[src/rtl/fb_text_writer.sv]
// rtl/fb_text_writer.sv - character/clear command front end for the VGA frame-buffer write port
// Optional feature macro: FB_WR_INVERT_EN (adds cmd_invert, reverse-video glyphs)
module fb_text_writer #(
    parameter int COLS     = 80,
    parameter int ROWS     = 60,
    parameter int FB_WORDS = 9600,
    parameter int ADDR_W   = 14
) (
    input  logic              CLK_25,
    input  logic              Reset,
    input  logic              cmd_valid,
    output logic              cmd_ready,
    input  logic              cmd_clear,
    input  logic [6:0]        cmd_char,
    input  logic [6:0]        cmd_col,
    input  logic [5:0]        cmd_row,
    input  logic [31:0]       cmd_fill,
`ifdef FB_WR_INVERT_EN
    input  logic              cmd_invert,
`endif
    output logic [9:0]        font_addr,
    input  logic [7:0]        font_data,
    output logic [31:0]       WrData,
    output logic [ADDR_W-1:0] WrAddress,
    output logic              WrEn,
    output logic              err_range
);

    typedef enum logic [1:0] {
        S_IDLE  = 2'd0,
        S_FETCH = 2'd1,
        S_CLEAR = 2'd2
    } state_t;

    localparam logic [6:0]        COLS_L    = 7'(COLS);
    localparam logic [5:0]        ROWS_L    = 6'(ROWS);
    localparam logic [ADDR_W-1:0] ROW_PITCH = ADDR_W'(2 * COLS);
    localparam logic [ADDR_W-1:0] HALF_OFS  = ADDR_W'(COLS);
    localparam logic [ADDR_W-1:0] LAST_ADDR = ADDR_W'(FB_WORDS - 1);

    state_t              state_q, state_d;
    logic [3:0]          cnt_q, cnt_d;
    logic [6:0]          char_q, char_d;
    logic [ADDR_W-1:0]   base_q, base_d;
    logic [23:0]         pack_q, pack_d;
    logic [9:0]          font_addr_q, font_addr_d;
    logic [31:0]         wr_data_q, wr_data_d;
    logic [ADDR_W-1:0]   wr_addr_q, wr_addr_d;
    logic                wr_en_q, wr_en_d;
    logic                err_q, err_d;
    logic [7:0]          glyph_byte;
    logic [ADDR_W-1:0]   top_addr;
    logic                in_range;
    logic [1:0]          byte_idx;

    // Font bit 7 is the leftmost pixel, but the frame buffer puts the leftmost pixel in bit 0.
    function automatic logic [7:0] rev8(input logic [7:0] b);
        logic [7:0] r;
        for (int i = 0; i < 8; i++) begin
            r[i] = b[7-i];
        end
        return r;
    endfunction

`ifdef FB_WR_INVERT_EN
    logic inv_q, inv_d;

    // Reverse-video flag, captured with the rest of the command.
    always_ff @(posedge CLK_25 or posedge Reset) begin
        if (Reset) begin
            inv_q <= 1'b0;
        end else begin
            inv_q <= inv_d;
        end
    end

    // Mirror the glyph row and optionally invert it for reverse video.
    always_comb begin
        inv_d      = inv_q;
        glyph_byte = rev8(font_data) ^ {8{inv_q}};
        if (state_q == S_IDLE && cmd_valid && !cmd_clear) begin
            inv_d = cmd_invert;
        end
    end
`else
    // Mirror the glyph row into frame-buffer pixel order.
    always_comb begin
        glyph_byte = rev8(font_data);
    end
`endif

    // Command decode helpers: top-half word address and legality of a draw.
    always_comb begin
        top_addr = {{(ADDR_W-6){1'b0}}, cmd_row} * ROW_PITCH + {{(ADDR_W-7){1'b0}}, cmd_col};
        in_range = (cmd_col < COLS_L) && (cmd_row < ROWS_L);
        byte_idx = 2'(cnt_q - 4'd1);
    end

    // All sequential state, reset asynchronously so a mid-operation reset drops WrEn at once.
    always_ff @(posedge CLK_25 or posedge Reset) begin
        if (Reset) begin
            state_q     <= S_IDLE;
            cnt_q       <= 4'd0;
            char_q      <= 7'd0;
            base_q      <= '0;
            pack_q      <= 24'd0;
            font_addr_q <= 10'd0;
            wr_data_q   <= 32'd0;
            wr_addr_q   <= '0;
            wr_en_q     <= 1'b0;
            err_q       <= 1'b0;
        end else begin
            state_q     <= state_d;
            cnt_q       <= cnt_d;
            char_q      <= char_d;
            base_q      <= base_d;
            pack_q      <= pack_d;
            font_addr_q <= font_addr_d;
            wr_data_q   <= wr_data_d;
            wr_addr_q   <= wr_addr_d;
            wr_en_q     <= wr_en_d;
            err_q       <= err_d;
        end
    end

    // Next-state logic: accept in IDLE, walk the 8 glyph rows in FETCH, sweep the buffer in CLEAR.
    always_comb begin
        state_d     = state_q;
        cnt_d       = cnt_q;
        char_d      = char_q;
        base_d      = base_q;
        pack_d      = pack_q;
        font_addr_d = font_addr_q;
        wr_data_d   = wr_data_q;
        wr_addr_d   = wr_addr_q;
        wr_en_d     = 1'b0;
        err_d       = err_q;

        case (state_q)
            S_IDLE: begin
                if (cmd_valid) begin
                    if (cmd_clear) begin
                        state_d   = S_CLEAR;
                        wr_en_d   = 1'b1;
                        wr_addr_d = '0;
                        wr_data_d = cmd_fill;
                    end else if (in_range) begin
                        state_d     = S_FETCH;
                        cnt_d       = 4'd0;
                        char_d      = cmd_char;
                        base_d      = top_addr;
                        font_addr_d = {cmd_char, 3'd0};
                    end else begin
                        err_d = 1'b1;
                    end
                end
            end

            S_FETCH: begin
                cnt_d = cnt_q + 4'd1;
                // cnt_q counts cycles since accept minus one; row cnt_q+1 is addressed next.
                if (cnt_q < 4'd7) begin
                    font_addr_d = {char_q, 3'(cnt_q + 4'd1)};
                end
                // font_data in this cycle belongs to row cnt_q-1.
                if (cnt_q >= 4'd1 && cnt_q <= 4'd8) begin
                    if (byte_idx == 2'd3) begin
                        wr_en_d   = 1'b1;
                        wr_data_d = {glyph_byte, pack_q};
                        wr_addr_d = (cnt_q == 4'd4) ? base_q : base_q + HALF_OFS;
                    end else begin
                        pack_d[{byte_idx, 3'b000} +: 8] = glyph_byte;
                    end
                end
                if (cnt_q == 4'd9) begin
                    state_d = S_IDLE;
                end
            end

            S_CLEAR: begin
                if (wr_addr_q == LAST_ADDR) begin
                    state_d = S_IDLE;
                end else begin
                    wr_en_d   = 1'b1;
                    wr_addr_d = wr_addr_q + 1'b1;
                end
            end

            default: begin
                state_d = S_IDLE;
            end
        endcase
    end

    // Outputs come straight from registers; ready is simply "idle".
    always_comb begin
        cmd_ready = (state_q == S_IDLE);
        font_addr = font_addr_q;
        WrData    = wr_data_q;
        WrAddress = wr_addr_q;
        WrEn      = wr_en_q;
        err_range = err_q;
    end

endmodule

[config.mk]
export PLATFORM = sky130hd
export DESIGN_NAME = fb_text_writer
export DESIGN_NICKNAME = d
export VERILOG_FILES = /design/src/rtl/fb_text_writer.sv
export SDC_FILE = /design/constraint.sdc
export NUM_CORES = 1
export LEC_CHECK = 0
export CAP_MARGIN = 40
export CORE_UTILIZATION = 52
export CTS_CLUSTER_SIZE = 20
export DETAILED_ROUTE_END_ITERATION = 7
export GPL_TIMING_DRIVEN = 0
export PLACE_DENSITY_LB_ADDON = 0.05
export SETUP_SLACK_MARGIN = 0.2
export SLEW_MARGIN = 20
export SYNTH_ARGS = -nofsm -noshare
export SYNTH_HDL_FRONTEND = slang
export SYNTH_SLANG_ARGS = --single-unit
[constraint.sdc]
create_clock -name CLK_25 -period 3.6 [get_ports CLK_25]
set_input_delay 0.36 -clock CLK_25 [delete_from_list [all_inputs] [get_ports CLK_25]]
set_output_delay 0.36 -clock CLK_25 [all_outputs]
set_load 0.03 [all_outputs]
Yosys cells after proc, flatten, opt, wreduce, memory -nomap -nowiden
Index checks and enable logic that the tools add are counted.

Add/sub/neg operators: 6. Multiply operators: 1. Magnitude comparators: 5. Equality and inequality tests: 17. Shift-type cells: 2. Muxes and demuxes: 34. Bitwise logic cells: 3. Reduce and logical (&&, ||, !) cells: 13.

Operators by type and width (count): $mux 32 (4); $mux 14 (6); $pmux 32 s2 (1); $pmux 14 s3 (1); $mux 10 (4); $bwmux 24 (1); $shift 8x7->24 const A (1); $shiftx 8x7->24 (1); $pmux 10 s2 (1); $ne 2x2->1 const B (8); $reduce_and 4->1 (4); $add 14x1->14 const B (1); $add 14x7->14 (1); $add 14x7->14 const B (1); $eq 14x14->1 const B (1); $mux 4 (3); $mux 2 (5); $reduce_and 5->1 (2); $mul 6x3->9 const B (1); $pmux 4 s2 (1); $lt 7x7->1 const B (1); $neg 5->7 (1); $lt 6x6->1 const B (1); $pmux 2 s3 (1); other kinds (20) (29).

Register bits: 109. Input port bits: 64. Output and inout port bits: 59. Word-level logic and storage cells: 91.

Depth between registers and ports, before layout
Gate-level depths: netlist of the first run.

Depth in word-level cells: 6. Gate-level depth with buffers: 9. Gate-level depth less buffers: 9.

Worst setup path before layout of the first run
Ideal clock, no wire load.

Kind: input port to flip-flop. Start: in cmd_row[1]. End: reg base_q[12]. Library setup time: 0.125 ns. Arrival time: 2.203 ns. Required time: 3.475 ns. Setup slack: 1.272 ns. Stages on the path: 8. Buffers on the path: 0. Path through: ha_1 > ha_1 > inv_1 > fa_1 > nand4b_1 > nor4b_1 > xnor2_1 > mux2_2.

Cells in the longest elaborated chain, start to end: 3. Elaborated cells between the ends (all ways): 5. Classes of those cells: add/sub: 1; mul: 1; order compare: 1; reduce/logical: 2.

Ends and longest elaborated chain: start: declaration (RTL line 16) `input logic [5:0] cmd_row,`; branches (longest 3 deep; another with $add 14x7->14); end signal: assignment (RTL line 116) `base_q <= base_d;`; end: declaration (RTL line 44) `logic [ADDR_W-1:0] base_q, base_d;`.

Several ways; the timed one is not identified. A chain may end at the register's enable or synchronous reset.

Final worst setup path of the first run
Start: in cmd_row[3]. End: reg base_q[12].

Same word-level chain as after synthesis.

==> qor.yml, run 1 <==
rows: 38
die_w_um: 107
place_area_um2: 7210
grt_pass1_vias: 4800
cts_resized: 0
cp_slowest_cell: "clkdlybuf4s50_1"
root_buffer: "clkbuf_8"
grt_pass1_wl_um: 23400
cts.clk_slew.worst_paths_ps: 90
layout_common_cells: "clkdlybuf4s50_1, dfrtp_1, nand2_1, a21oi_1, o21ai_0"
wl_um: 14500
finalNetCount: 803
fp.dieArea_um2: 11500
cpMostUsedCell: "ha_1"
cts_sinks: 109
status: "complete, no violations"
synthFlopType: "dfrtp_1"
worst_path_largest_cell_delay_ps: 530
total_leakage_power_nw: 3.12
io_buffers: 122
grt_use_total: 0.263
path_cells: "clkdlybuf4s50_1 > ha_1 > ha_1 > inv_1 > fa_1 > nand4b_1 > nor4b_1 > xnor2_1 > mux2_2"
antenna_cells: 0
cts_hold_buf: 0
slew_headroom: 0.494
hold_violations: 0
postSynth.asyncResetShare: 1.00
postCtsSetupBuffers: 0
multiInputGateArea_um2: 2850
min_path_type: "input pin to async pin"
placed_cells: 844
required_ps: 3860
core_um2: 10800
clk_latency_ps: 370
fin_crit_sh: 0.721
whs_ps: 386
grt_max_degree: 64
area_growth_pct: 28.2
drt-pass1-iter-count: 4
syn-num-nets: 668
yosysSeqAreaShare: 0.472
syn_area_um2: 5780
drt-initial-drc-count: 238
dpl.hpwl_um: 10800
cts_tree: "yes"
yosys_warnings: 0
drv_cap: 0
cts_buffers: 9
gp_congestion: 0.916
critical_path_arrival_ps: 2850
endpoint_kind: "flip-flop"
dieHeight_um: 107
ir_drop_uv: 413
synth_edf_count: 0
synth_cell_types: 55
initial_utilization: 0.533
ff_latch_area_um2: 2730
drc_errors: 0
slew_violations: 0
fin_util: 0.684
setup_viol: 0
worst_pin_slew_ps: 753
final_area_um2: 7410
wl_per_cell_um: 16.9
synthCells: 580
synth.avg_cell_area_um2: 9.97
critPathKind: "input pin to flip-flop"
cp-start-kind: "input pin"
vias: 4814
clk_path_buf_depth: 2
r2r_slack_ps: 1250
min_period_ps: 2600
fmax_ghz: 0.385
cp_max_fo: 3
antenna_left: 0
fin_skew_ps: 9.11
post_drt_via_cell_ratio: 5.61
antenna_found_initial: 0
h-tree-depth: 3
final_common_cell: "clkdlybuf4s50_1"
setup-tns-final_ps: 0
drive_gt1_frac: 0.0989
p_per_area_nw_per_um2: 820
fin_cells: 858
fillers: 856
pin_count: 123
grt_overflow_total: 0
rsz0062_at_grt: "no"
ys_ff_latch: 109
-- layer usage --
layer	part of all wire	wire (um)	up-vias	GRT usage
met3	0.056	820	13	0.0466
met2	0.47	6840	152	0.420
met4	0.0090	131	0	0.0773
met5	0	0	-	0
met1	0.46	6750	2335	0.366
li1	-	-	2314	-
-- registers in the layout (all words and copies together), names as in the netlist --
name and count:
WrEn 1, cnt_q 4, char_q 7, base_q 14
err_range 1, WrData 32, WrAddress 14, state_q 2
font_addr 10, pack_q 24
-- worst max-delay path, delay by kind of cell --
kind / cells / cell delay, ps
buffers and inverters: 2 / 600
XOR/XNOR: 1 / 100
AND/OR/NAND/NOR: 2 / 600
multiplexers: 1 / 260
adder cells (fa/ha/maj): 3 / 930
-- cell type report --
cell class	count	area share
plain buffers	27	0.0179
well taps	140	0.0236
flip-flops and latches	109	0.368
clock inverters	3	0.00625
clock buffers	11	0.0204
repair buffers	124	0.169
inverters	20	0.0108
multi-input cells	424	0.384
-- path summary, 6_finish.rpt --
kind / from / end / depth (start not counted)
max: cmd_row[3] / base_q[12]$_DFFE_PP0P_ / 9
min: Reset / WrAddress[7]$_DFFE_PP0P_ / 2
max reg2reg: cnt_q[0]$_DFFE_PP0P_ / WrData[15]$_DFFE_PP0P_ / 6
min reg2reg: err_range$_DFFE_PP0P_ / err_range$_DFFE_PP0P_ / 1
max in group asynchronous: Reset / char_q[5]$_DFFE_PP0P_ / 3
min in group CLK_25: err_range$_DFFE_PP0P_ / err_range$_DFFE_PP0P_ / 1
-- logic make-up after synthesis --
family	after synthesis	synth area share
multiplexers	66	0.126
flip-flops	109	0.472
adder cells (fa/ha/maj)	24	0.0545
AND/OR/NAND/NOR	186	0.149
XOR/XNOR	18	0.0273
AO/OA/AOI/OAI	130	0.135
buffers and inverters	47	0.0359
-- cell usage after synthesis, drive strengths merged, types with 2 or more instances --
| cell type | number | area share |
|---|---|---|
| o21ai | 48 | 0.042 |
| mux2 | 31 | 0.066 |
| mux2i | 35 | 0.061 |
| dfrtp | 109 | 0.47 |
| a21oi | 50 | 0.044 |
| nor3 | 6 | 0.0052 |
| xor2 | 8 | 0.012 |
| inv | 20 | 0.013 |
| nor2 | 42 | 0.027 |
| a31oi | 2 | 0.0022 |
| a22oi | 3 | 0.0039 |
| nand2b | 3 | 0.0032 |
| o31ai | 2 | 0.0026 |
| o32a | 2 | 0.0035 |
| nand4 | 10 | 0.011 |
| clkbuf | 10 | 0.0065 |
| and3 | 4 | 0.0043 |
| o2bb2ai | 11 | 0.017 |
| nor2b | 4 | 0.0043 |
| nand3 | 22 | 0.020 |
| fa | 2 | 0.0069 |
| nand2 | 76 | 0.049 |
| xnor2 | 10 | 0.015 |
| nor4 | 5 | 0.0054 |
| ha | 22 | 0.048 |
| and3b | 3 | 0.0045 |
| buf | 17 | 0.016 |
| nand3b | 3 | 0.0039 |
| a21o | 2 | 0.0026 |
-- power breakdown --
part / leakage (nW) / switching [mW] / internal (mW)
Combinational: 1.77 / 1.89 / 1.35
Sequential: 1.25 / 0.363 / 1.72
Clock: 0.0975 / 0.400 / 0.354
-- through the flow --
step                      worst slack (ps)  power, mW
after floorplan                        366       4.16
after global placement               -1180       5.21
after detailed placement               620       5.34
after CTS                             1010       6.10
after global routing                   874       6.49
final                                 1000       6.08
Power figures use the tool's default switching activity.
==> run 2, diff against run 1 <==
- CORE_UTILIZATION: 52 -> 47
- clock period: 3.6 -> 2.3 ns (I/O delays scaled with it)
==> run 2 against run 1 <==
Net effect:
- register-to-register slack got worse by 960 ps
- design area increased by 6.0%
- clock power increased by 110%
- critical endpoint is now font_addr[5]$_DFFE_PP0P_
- combinational power increased by 68%
- critical path type is now flip-flop to flip-flop
- first-iteration DRC count increased by 13%
- total power increased by 69%
- sequential share of layout area decreased by 2.0 points
- largest power group unchanged
==> qor.yml, run 2 (synthesis gave the netlist of run 1 again) <==
status: "complete, no violations"
required_ps: 2540  # -1320 ps
vias: 4855  # +0.85%
min_period_ps: 2010
drive_gt1_frac: 0.172  # +0.0727
finalNetCount: 823  # +2.5%
fp.dieArea_um2: 12700  # +10%
endpoint_kind: "flip-flop"
die_w_um: 113  # +5.1%
cts_buffers: 9  # unchanged
hold_violations: 0  # unchanged
final_common_cell: "clkdlybuf4s50_1"
fin_crit_sh: 0.872
path_cells: "inv_2 > ha_4 > and3b_2 > nand3_2 > a21boi_4 > o21bai_2 > clkbuf_4 > mux2_4"
drt-initial-drc-count: 270  # +13%
dpl.hpwl_um: 10900  # +1.5%
min_path_type: "input pin to async pin"
total_leakage_power_nw: 3.32  # +6.5%
wl_um: 14800  # +1.8%
cp-start-kind: "flip-flop"
critPathKind: "flip-flop to flip-flop"
grt_max_degree: 35  # -45%
fin_skew_ps: 5.77  # -3.34 ps
pin_count: 123  # unchanged
gp_congestion: 0.858  # -6.3%
cts_tree: "yes"
placed_cells: 853  # +1.1%
worst_pin_slew_ps: 455  # -298 ps
slew_violations: 0  # unchanged
ir_drop_uv: 889  # +120%
grt_overflow_total: 0  # unchanged
setup_viol: 0  # unchanged
wl_per_cell_um: 16.7  # -1.5%
largest_register_ff_count: 32  # unchanged
rows: 40  # +5.3%
grt_pass1_vias: 4696  # -2.2%
fin_cells: 887  # +3.4%
root_buffer: "clkbuf_16"
slew_headroom: 0.695  # +0.201
antenna_cells: 0  # unchanged
antenna_found_initial: 0  # unchanged
drc_errors: 0  # unchanged
drt-pass1-iter-count: 5  # +1
clk_latency_ps: 350  # -20 ps
dieHeight_um: 113  # +5.1%
cts_sinks: 109  # unchanged
grt_pass1_wl_um: 23600  # +0.82%
fmax_ghz: 0.498
antenna_left: 0  # unchanged
core_um2: 12000  # +11%
worst_path_largest_cell_delay_ps: 390  # -140 ps
initial_utilization: 0.481  # -0.0520
layout_common_cells: "clkdlybuf4s50_1, dfrtp_1, nand2_1, o21ai_0, a21oi_1"
critPathTopFamily: "compound AO/OA/AOI/OAI gates"
h-tree-depth: 3  # unchanged
clk_path_buf_depth: 2  # unchanged
grt_use_total: 0.239  # -0.0240
area_growth_pct: 35.9
cp_max_fo: 7  # +4
cts_hold_buf: 0  # unchanged
crit_buf_inv: 2  # unchanged
drv_cap: 0  # unchanged
critical_path_arrival_ps: 2240  # -610 ps
post_drt_via_cell_ratio: 5.47  # -2.4%
whs_ps: 184  # -202 ps
cp_slowest_cell: "dfrtp_1"
io_buffers: 122  # unchanged
rsz0062_at_grt: "no"
p_per_area_nw_per_um2: 1310  # +60%
fillers: 998  # +17%
cts.clk_slew.worst_paths_ps: 70  # -20 ps
-- run 2: changes by cell type in the layout (fill, tap and decap cells not counted), moves of 6 or more --
cell             delta
clkbuf_16           +9
clkbuf_1            -6
clkbuf_2            +6
ha_1                -7
clkbuf_8           -10
buf_4              +16
clkdlybuf4s50_1     -6
-- run 2: repair_timing --
item	in CTS	in global routing
resized for setup	13	35
cloned	0	1
pin swaps	3	5
endpoints found under the setup margin	51	83
setup buffers	4	13
-- run 2: metal layers --
metal	GRT usage	vias to the layer above	wire (um)
met3	0.0509	13	829
met4	0.0640	0	168
met5	0	-	0
li1	-	2360	-
met2	0.375	136	6770
met1	0.337	2346	7040
-- run 2: cell type report --
type                            instances  area [um^2]  area share
Timing Repair Buffer                  144         1430       0.182
Sequential cell                       109         2730       0.348
Clock inverter                          6         67.6     0.00860
Multi-Input combinational cell        424         2980       0.379
Inverter                               20         78.8      0.0100
Clock buffer                           10          239      0.0304
Buffer                                 27          151      0.0193
Tap cell                              147          184      0.0234
-- run 2: report_power, final --
part | internal [mW] | switching (mW)
Combinational | 2.40 | 3.05
Clock | 0.880 | 0.708
Sequential | 2.71 | 0.551
Total | 5.99 | 4.31
-- run 2: metrics by stage --
step	setup TNS (ps)	worst slack [ps]	util	total power, mW	area (um^2)
4_1_cts	0	123	0.637	10.0	7660
6_report	0	294	0.654	10.3	7860
3_3_place_gp	-34180	-449	0.602	8.18	7230
5_1_grt	0	167	0.654	11.0	7860
3_5_place_dp	-1070	-508	0.607	8.35	7290
2_1_floorplan	0	181	-	6.54	5820
-- run 2: path summary, 6_finish.rpt --
kind	startpoint	to	slack [ps]	cells past startpoint
min in group CLK_25	cmd_row[0]	base_q[5]$_DFFE_PP0P_	290	3
setup / recovery	state_q[0]$_DFFE_PP0P_	font_addr[5]$_DFFE_PP0P_	290	8
hold / removal	Reset	WrAddress[9]$_DFFE_PP0P_	180	2
hold reg to reg	err_range$_DFFE_PP0P_	err_range$_DFFE_PP0P_	470	1
max in group asynchronous	Reset	WrAddress[0]$_DFFE_PP0P_	1400	4
setup reg to reg	state_q[0]$_DFFE_PP0P_	font_addr[5]$_DFFE_PP0P_	290	8
